## src/rtl/keypad_if.sv

```systemverilog
// Keypad matrix bundle: column drive and row sense toward the keypad, key report toward the debouncer.
// The scanner takes the master side, the keypad/consumer takes the slave side.
interface keypad_if;
  logic [3:0] rows;
  logic [3:0] cols;
  logic [3:0] key_code;
  logic       key_pressed;

  modport master (
    input  rows,
    output cols,
    output key_code,
    output key_pressed
  );

  modport slave (
    output rows,
    input  cols,
    input  key_code,
    input  key_pressed
  );
endinterface

```

## src/rtl/keypad_scanner.sv

```systemverilog
// 4x4 matrix keypad scanner: walks the columns, locks the first key found and
// holds it until that key's row releases. No debouncing is done here.
module keypad_scanner #(
  parameter int SETTLE_CYCLES = 4800
) (
  input logic      clk,
  input logic      reset,
  keypad_if.master kp
);

  // state | meaning
  // SCAN  | drive col_idx, count settle cycles, sample rows_s at terminal count
  // HOLD  | key locked at (lock_row, col_idx); watch only that row for release
  typedef enum logic {SCAN, HOLD} state_t;

  localparam logic [15:0] SETTLE_LAST = 16'(SETTLE_CYCLES - 1);

  state_t      state, state_nx;
  logic [3:0]  rows_m, rows_s;
  logic [1:0]  col_idx, col_nx;
  logic [1:0]  lock_row, lock_nx;
  logic [15:0] settle_cnt, cnt_nx;
  logic [3:0]  code_nx;
  logic        pressed_nx;
  logic        hit;
  logic [1:0]  hit_row;

  function automatic logic [3:0] key_map(input logic [1:0] row, input logic [1:0] col);
    logic [3:0] code;
    case ({row, col})
      4'h0: code = 4'h1;
      4'h1: code = 4'h2;
      4'h2: code = 4'h3;
      4'h3: code = 4'hA;
      4'h4: code = 4'h4;
      4'h5: code = 4'h5;
      4'h6: code = 4'h6;
      4'h7: code = 4'hB;
      4'h8: code = 4'h7;
      4'h9: code = 4'h8;
      4'hA: code = 4'h9;
      4'hB: code = 4'hC;
      4'hC: code = 4'hE;
      4'hD: code = 4'h0;
      4'hE: code = 4'hF;
      default: code = 4'hD;
    endcase
    return code;
  endfunction

  // Rows are asynchronous to clk; only the second flop is ever used.
  always_ff @(posedge clk or posedge reset) begin
    if (reset) begin
      rows_m <= 4'hF;
      rows_s <= 4'hF;
    end else begin
      rows_m <= kp.rows;
      rows_s <= rows_m;
    end
  end

  // Descending scan so the lowest-index active row is the one left standing.
  always_comb begin
    hit     = 1'b0;
    hit_row = 2'd0;
    for (int i = 3; i >= 0; i--) begin
      if (!rows_s[i]) begin
        hit     = 1'b1;
        hit_row = 2'(i);
      end
    end
  end

  always_comb begin
    state_nx   = state;
    col_nx     = col_idx;
    cnt_nx     = settle_cnt;
    lock_nx    = lock_row;
    code_nx    = kp.key_code;
    pressed_nx = kp.key_pressed;
    case (state)
      SCAN: begin
        if (settle_cnt == SETTLE_LAST) begin
          cnt_nx = 16'd0;
          if (hit) begin
            lock_nx    = hit_row;
            code_nx    = key_map(hit_row, col_idx);
            pressed_nx = 1'b1;
            state_nx   = HOLD;
          end else begin
            col_nx = col_idx + 2'd1;
          end
        end else begin
          cnt_nx = settle_cnt + 16'd1;
        end
      end
      HOLD: begin
        if (rows_s[lock_row]) begin
          pressed_nx = 1'b0;
          col_nx     = col_idx + 2'd1;
          cnt_nx     = 16'd0;
          state_nx   = SCAN;
        end
      end
      default: state_nx = SCAN;
    endcase
  end

  // cols is built from the next column index so it tracks col_idx with no lag.
  always_ff @(posedge clk or posedge reset) begin
    if (reset) begin
      state          <= SCAN;
      col_idx        <= 2'd0;
      settle_cnt     <= 16'd0;
      lock_row       <= 2'd0;
      kp.cols        <= 4'b1110;
      kp.key_code    <= 4'h0;
      kp.key_pressed <= 1'b0;
    end else begin
      state          <= state_nx;
      col_idx        <= col_nx;
      settle_cnt     <= cnt_nx;
      lock_row       <= lock_nx;
      kp.cols        <= ~(4'b0001 << col_nx);
      kp.key_code    <= code_nx;
      kp.key_pressed <= pressed_nx;
    end
  end

endmodule

```

## src/flat_wrapper.sv

```systemverilog
// flat-port wrapper written by rule: the top's interface ports become plain ports
module keypad_scanner_flat 
#(
  parameter int SETTLE_CYCLES = 4800
)
  (clk, reset, kp_rows, kp_cols, kp_key_code, kp_key_pressed);
  keypad_if kp_i ();
  input logic clk;
  input logic reset;
  input wire logic [$bits(kp_i.rows)-1:0] kp_rows;
  output wire logic [$bits(kp_i.cols)-1:0] kp_cols;
  output wire logic [$bits(kp_i.key_code)-1:0] kp_key_code;
  output wire logic [$bits(kp_i.key_pressed)-1:0] kp_key_pressed;
  assign kp_i.rows = kp_rows;
  assign kp_cols = kp_i.cols;
  assign kp_key_code = kp_i.key_code;
  assign kp_key_pressed = kp_i.key_pressed;
  keypad_scanner #(.SETTLE_CYCLES(SETTLE_CYCLES)) u_core (.clk(clk), .reset(reset), .kp(kp_i));
endmodule
```

## config.mk

```make
export PLATFORM = sky130hd
export DESIGN_NAME = keypad_scanner_flat
export DESIGN_NICKNAME = d
export VERILOG_FILES = /design/src/rtl/keypad_if.sv /design/src/rtl/keypad_scanner.sv /design/src/flat_wrapper.sv
export SDC_FILE = /design/constraint.sdc
export NUM_CORES = 1
export LEC_CHECK = 0
export CAP_MARGIN = 20
export CORE_UTILIZATION = 45
export DETAILED_ROUTE_END_ITERATION = 16
export PLACE_DENSITY_LB_ADDON = 0.05
export SYNTH_ARGS = -nofsm -noshare
export SYNTH_HDL_FRONTEND = slang
export SYNTH_SLANG_ARGS = --single-unit
```

## constraint.sdc

```tcl
create_clock -name clk -period 2.3 [get_ports clk]
set_input_delay 0.46 -clock clk [delete_from_list [all_inputs] [get_ports clk]]
set_output_delay 0.46 -clock clk [all_outputs]
set_load 0.02 [all_outputs]
```

* After elaboration in Yosys (flattened, before gate mapping) *
Memory sizes are Yosys's and may differ from the RTL's. A register that Yosys moved wholly into a read port is not among the register bits.
Index checks and enable logic that the tools add are counted.

storage, ports and cells
  memories = 1
  logic and storage cells = 46
  register bits = 34
  bits in read-only memories = 64

cells by class
  magnitude comparators = 1
  equality and inequality tests = 4
  reductions and logical operators = 2
  bitwise gates (word level) = 2
  add/sub/neg operators = 2
  shift operators = 1
  mux-type cells = 25

memory list
  name             words  bits a word  rd ports  clocked after Yosys merged registers in  write ports  line                  source
  (no name shown)  16     4            1         1                                        0            keypad_scanner.sv:30  case ({row, col})

operator list
  kind                                                                          count
  16-bit 2-to-1 mux                                                             2
  16-bit case mux with 2 select lines                                           1
  16-bit by 1-bit adder with 16-bit output, second input constant               1
  16-bit by 13-bit == test with 1-bit output, second input constant             1
  2-bit 2-to-1 mux                                                              7
  1-bit 2-to-1 mux                                                              11
  3-bit AND reduction                                                           2
  2-bit by 1-bit inequality test with 1-bit output, second input constant       2
  4-bit NOT                                                                     1
  1-bit case mux with 2 select lines                                            2
  2-bit case mux with 2 select lines                                            1
  1-bit by 2-bit left shift with 4-bit output, first input constant             1
  2-bit by 3-bit less-than comparator with 1-bit output, second input constant  1
  2-bit by 1-bit adder with 2-bit output, second input constant                 1
  1-bit binary-select mux with 2-bit select                                     1
  2-bit inequality test, second input constant                                  1
  1-bit NOT                                                                     1

* Logic depth before layout (Yosys ltp) *
  depth after elaboration = 9
  gate-level depth with buffers = 8

* Worst setup path before layout *
Ideal clock, no wire load.

  path type = reg-to-reg
  start = register u_core.settle_cnt[0]
  end = register u_core.kp.key_code[0]
  arrival time = 1.822 ns
  buffers on the path = 2
  setup time = 0.125 ns
  slack = 0.353 ns
  clock period less this slack = 1.947 ns
  required time = 2.175 ns
  stages on the path, launching flop included = 8
  path through = dfrtp_1 -> ha_1 -> and4_1 -> buf_6 -> nand4_4 -> buf_6 -> nor3_4 -> mux2_4

between the ends
  word-level cells in the longest chain between the ends = 2

RTL lines
  element                                     line                   source
  start, declared                             keypad_scanner.sv:22   logic [15:0] settle_cnt, cnt_nx;
  start signal, assigned                      keypad_scanner.sv:122  settle_cnt <= cnt_nx;
  16-bit by 13-bit == test with 1-bit output  keypad_scanner.sv:83   if (settle_cnt == SETTLE_LAST) begin
  3-bit AND reduction (no line)               n/a
  end, declared                               keypad_if.sv:12        output key_code,

No other way between the ends.
A chain may end at the register's enable or synchronous reset.

* Worst setup path in the final report *
Ends and elaborated chain as after synthesis.

==> metrics <==
syn nets=a little over 200; post-synthesis sequential area ratio=0.465; Int Power=1.02 mW; pin count of the biggest net entering global routing=39; Sw Share=0.218; Ports=15; CTS tree=built; worst r2r src=u_core.settle_cnt[0]; Horiz. Die Dim=69.9 um; mapped cell area=2070 um2; Avg Synthesized Cell Area=10.6 um2; slew margin rel.=0.683; drc violations=0; P_sw=between 0.2 and 0.3 mW; Crit path required time=2.48 ns; EDFF count, synth=0; Initial Util=0.473; Core Region=4380 um2; clk root buf=clkbuf_8; Cells after Synth=195; ys async rst share=1.00; period utilisation layout=0.923; clock sink count=38; CP Capture Type=register; vias in the first global route=between 1,500 and 2,000; GP Congestion=approximately 0.79; crit start category=register; max_cap viols=0; Hold Crit Class=register to register; CP Max Fanout=9; Top FF cell, synth=dfrtp_1; layout net count=223; Worst Hold Path Cells=0; Die Area=4880 um2; clock power share=0.441; Seq pwr share=0.528; WS Path Type=register to register; Longest Clk Path Bufs=2; Setup Buffers After CTS=0; fill count=approximately 400; ANT nets after route=0; Via Count=approximately 1,500; Post-Route Setup TNS=0 ns; Yosys warnings=0; final core occ=0.543; Comb pwr share=0.031; f_max=0.471 GHz; leakage power=1.02 nW; RSZ-0062 raised after global routing=no; Crit. Startpoint=u_core.settle_cnt[0]; Critical Path AT=2.30 ns; CTS Hold Bufs=0; H-Tree Depth=2; Pwr per Cell Area=549 nW/um2; hpwl dp=2.84 mm; status=finished clean; Post-CTS Resized=0; first-pass GRT wire length=roughly 7.1 mm; distinct cell type count of the synthesized netlist=53; final WL=4.09 mm; buffers added on ports=14; detailed-route vias per instance=5.71; Least-Margin Pin Slew=0.476 ns; row cnt=24; Final Hold Fails=0; GR Overflow Total=0; routed len/inst=15.4 um; Worst Reg-to-Reg Cells=6; clock latency on the worst-skew pair=between 0.2 and 0.3 ns; Iter 0 DRT Violations=120; Die Ht=between 60 and 70 um; initial antenna violation count=0; Worst Skew=0.00784 ns; Clock transition at path regs=roughly 0.080 ns; Tmin final=2.12 ns; hold path start=u_core.rows_m[1]; worst vdd ir=around 0.32 mV; synth-to-layout area growth=14.7%; Synth Register Bits=38; final setup fails=0; all-layer global routing usage=0.184; final slew viol count=0; layout cells sized above 1=0.197; ant diodes=0; drt pass-1 iters=4; CTS Buf Count=5
==> flip-flops by register name, indices dropped and copies added (netlist names) <==
register / flops
u_core.state: 1
u_core.lock_row: 2
u_core.col_idx: 2
u_core.rows_m: 4
u_core.settle_cnt: 16
u_core.kp.cols: 4
u_core.kp.key_pressed: 1
u_core.kp.key_code: 4
u_core.rows_s: 4
==> cells by family (layout without fill, tap and decap cells) <==
group / after synthesis / count (layout) / share of synthesized area
fa+ha+maj: 5 / 5 / 0.0302
buf+inv: 23 / 41 / 0.0555
compound gates: 37 / 37 / 0.125
flops: 38 / 38 / 0.465
xor+xnor: 3 / 3 / 0.0127
simple gates: 74 / 74 / 0.211
mux: 15 / 15 / 0.100
==> routing by layer <==
| layer | vias up | wire, um | track usage |
|---|---|---|---|
| li1 | 740 | - | - |
| met1 | 748 | 1790 | 0.214 |
| met2 | 22 | 2140 | 0.325 |
| met3 | 4 | 130 | 0.0462 |
| met4 | 0 | 31 | 0.0689 |
| met5 | - | 0 | 0 |
==> critical path, cell delays in order, from the launching register on <==
cell and delay [ns]:
dfrtp_1 0.42, ha_1 0.25, and4_1 0.29, nand4_4 0.10, buf_4 0.19, nor3_4 0.41, mux2_4 0.34
==> metrics by stage <==
stage               hold slack (ns)  area [um2]  cells  setup WS (ns)  power, mW
floorplan                     0.345        2070    195          0.353      0.723
global placement              0.347        2260    257          0.278      0.741
detailed placement            0.349        2260    257          0.191      0.744
CTS                           0.361        2380    265          0.166       1.33
global route                  0.367        2380    265         0.0431       1.36
finish                        0.359        2380    265          0.176       1.31
==> cell type report <==
cell class | instances | area (um2) | share of cell area
timing repair buffer | 22 | 200 | 0.0842
tap | 52 | 65.1 | 0.0274
clock buffer | 5 | 68.8 | 0.0289
multi-input combinational | 134 | 993 | 0.418
sequential | 38 | 965 | 0.406
inverter | 11 | 41.3 | 0.0174
clock inverter | 3 | 45.0 | 0.0189
==> power groups by stage <==
stage	Combinational [mW]	Sequential, mW	Clock [mW]
floorplan	0.0245	0.699	0
global placement	0.0398	0.702	0
detailed placement	0.0413	0.702	0
CTS	0.0415	0.690	0.595
global route	0.0454	0.691	0.623
finish	0.0399	0.689	0.576
==> final timing paths <==
| check | endpoint | slack, ns |
|---|---|---|
| max in group asynchronous | u_core.kp.cols[3] | 1.36 |
| setup / recovery | u_core.kp.key_code[0] | 0.18 |
| hold reg to reg | u_core.rows_s[1] | 0.36 |
| min in group asynchronous | u_core.settle_cnt[8] | 0.58 |
| hold / removal | u_core.rows_s[1] | 0.36 |
| setup reg to reg | u_core.kp.key_code[0] | 0.18 |
==> cells in the final DEF, fill, tap and decap left out, types with 2 or more instances in the layout <==
cell	count
and3_1	2
clkbuf_8	5
inv_1	10
a31oi_1	5
mux2_4	9
nand3_1	11
nand2b_1	2
clkinvlp_4	2
xor2_1	2
dfrtp_1	27
a21oi_1	3
o22ai_1	2
and4_1	4
clkdlybuf4s50_1	14
nor2_1	11
ha_1	5
a221o_1	2
o211ai_1	3
buf_4	8
or3_1	2
dfstp_2	11
nand4_1	7
nor2b_1	2
mux2i_1	5
o21ai_0	9
nand2_1	22
==> cell usage after synthesis, types with 2 or more instances <==
cell,n,share of area
nand4_1,7,0.021
mux2i_1,5,0.024
nand2_1,22,0.040
a221o_1,2,0.0097
and3_1,2,0.0060
nand2b_1,2,0.0060
buf_2,2,0.0048
o22ai_1,2,0.0060
xor2_1,2,0.0085
a31oi_1,5,0.015
or3_1,2,0.0060
nor2_1,11,0.020
o211ai_1,3,0.011
nand3_1,11,0.027
o21ai_0,9,0.022
a21oi_1,3,0.0072
mux2_4,9,0.065
and4_1,4,0.017
dfstp_2,11,0.14
ha_1,5,0.030
inv_1,10,0.018
nor2b_1,2,0.0060
buf_6,3,0.016
clkbuf_1,6,0.011
dfrtp_1,27,0.33
(Power assumes the default switching activity.)
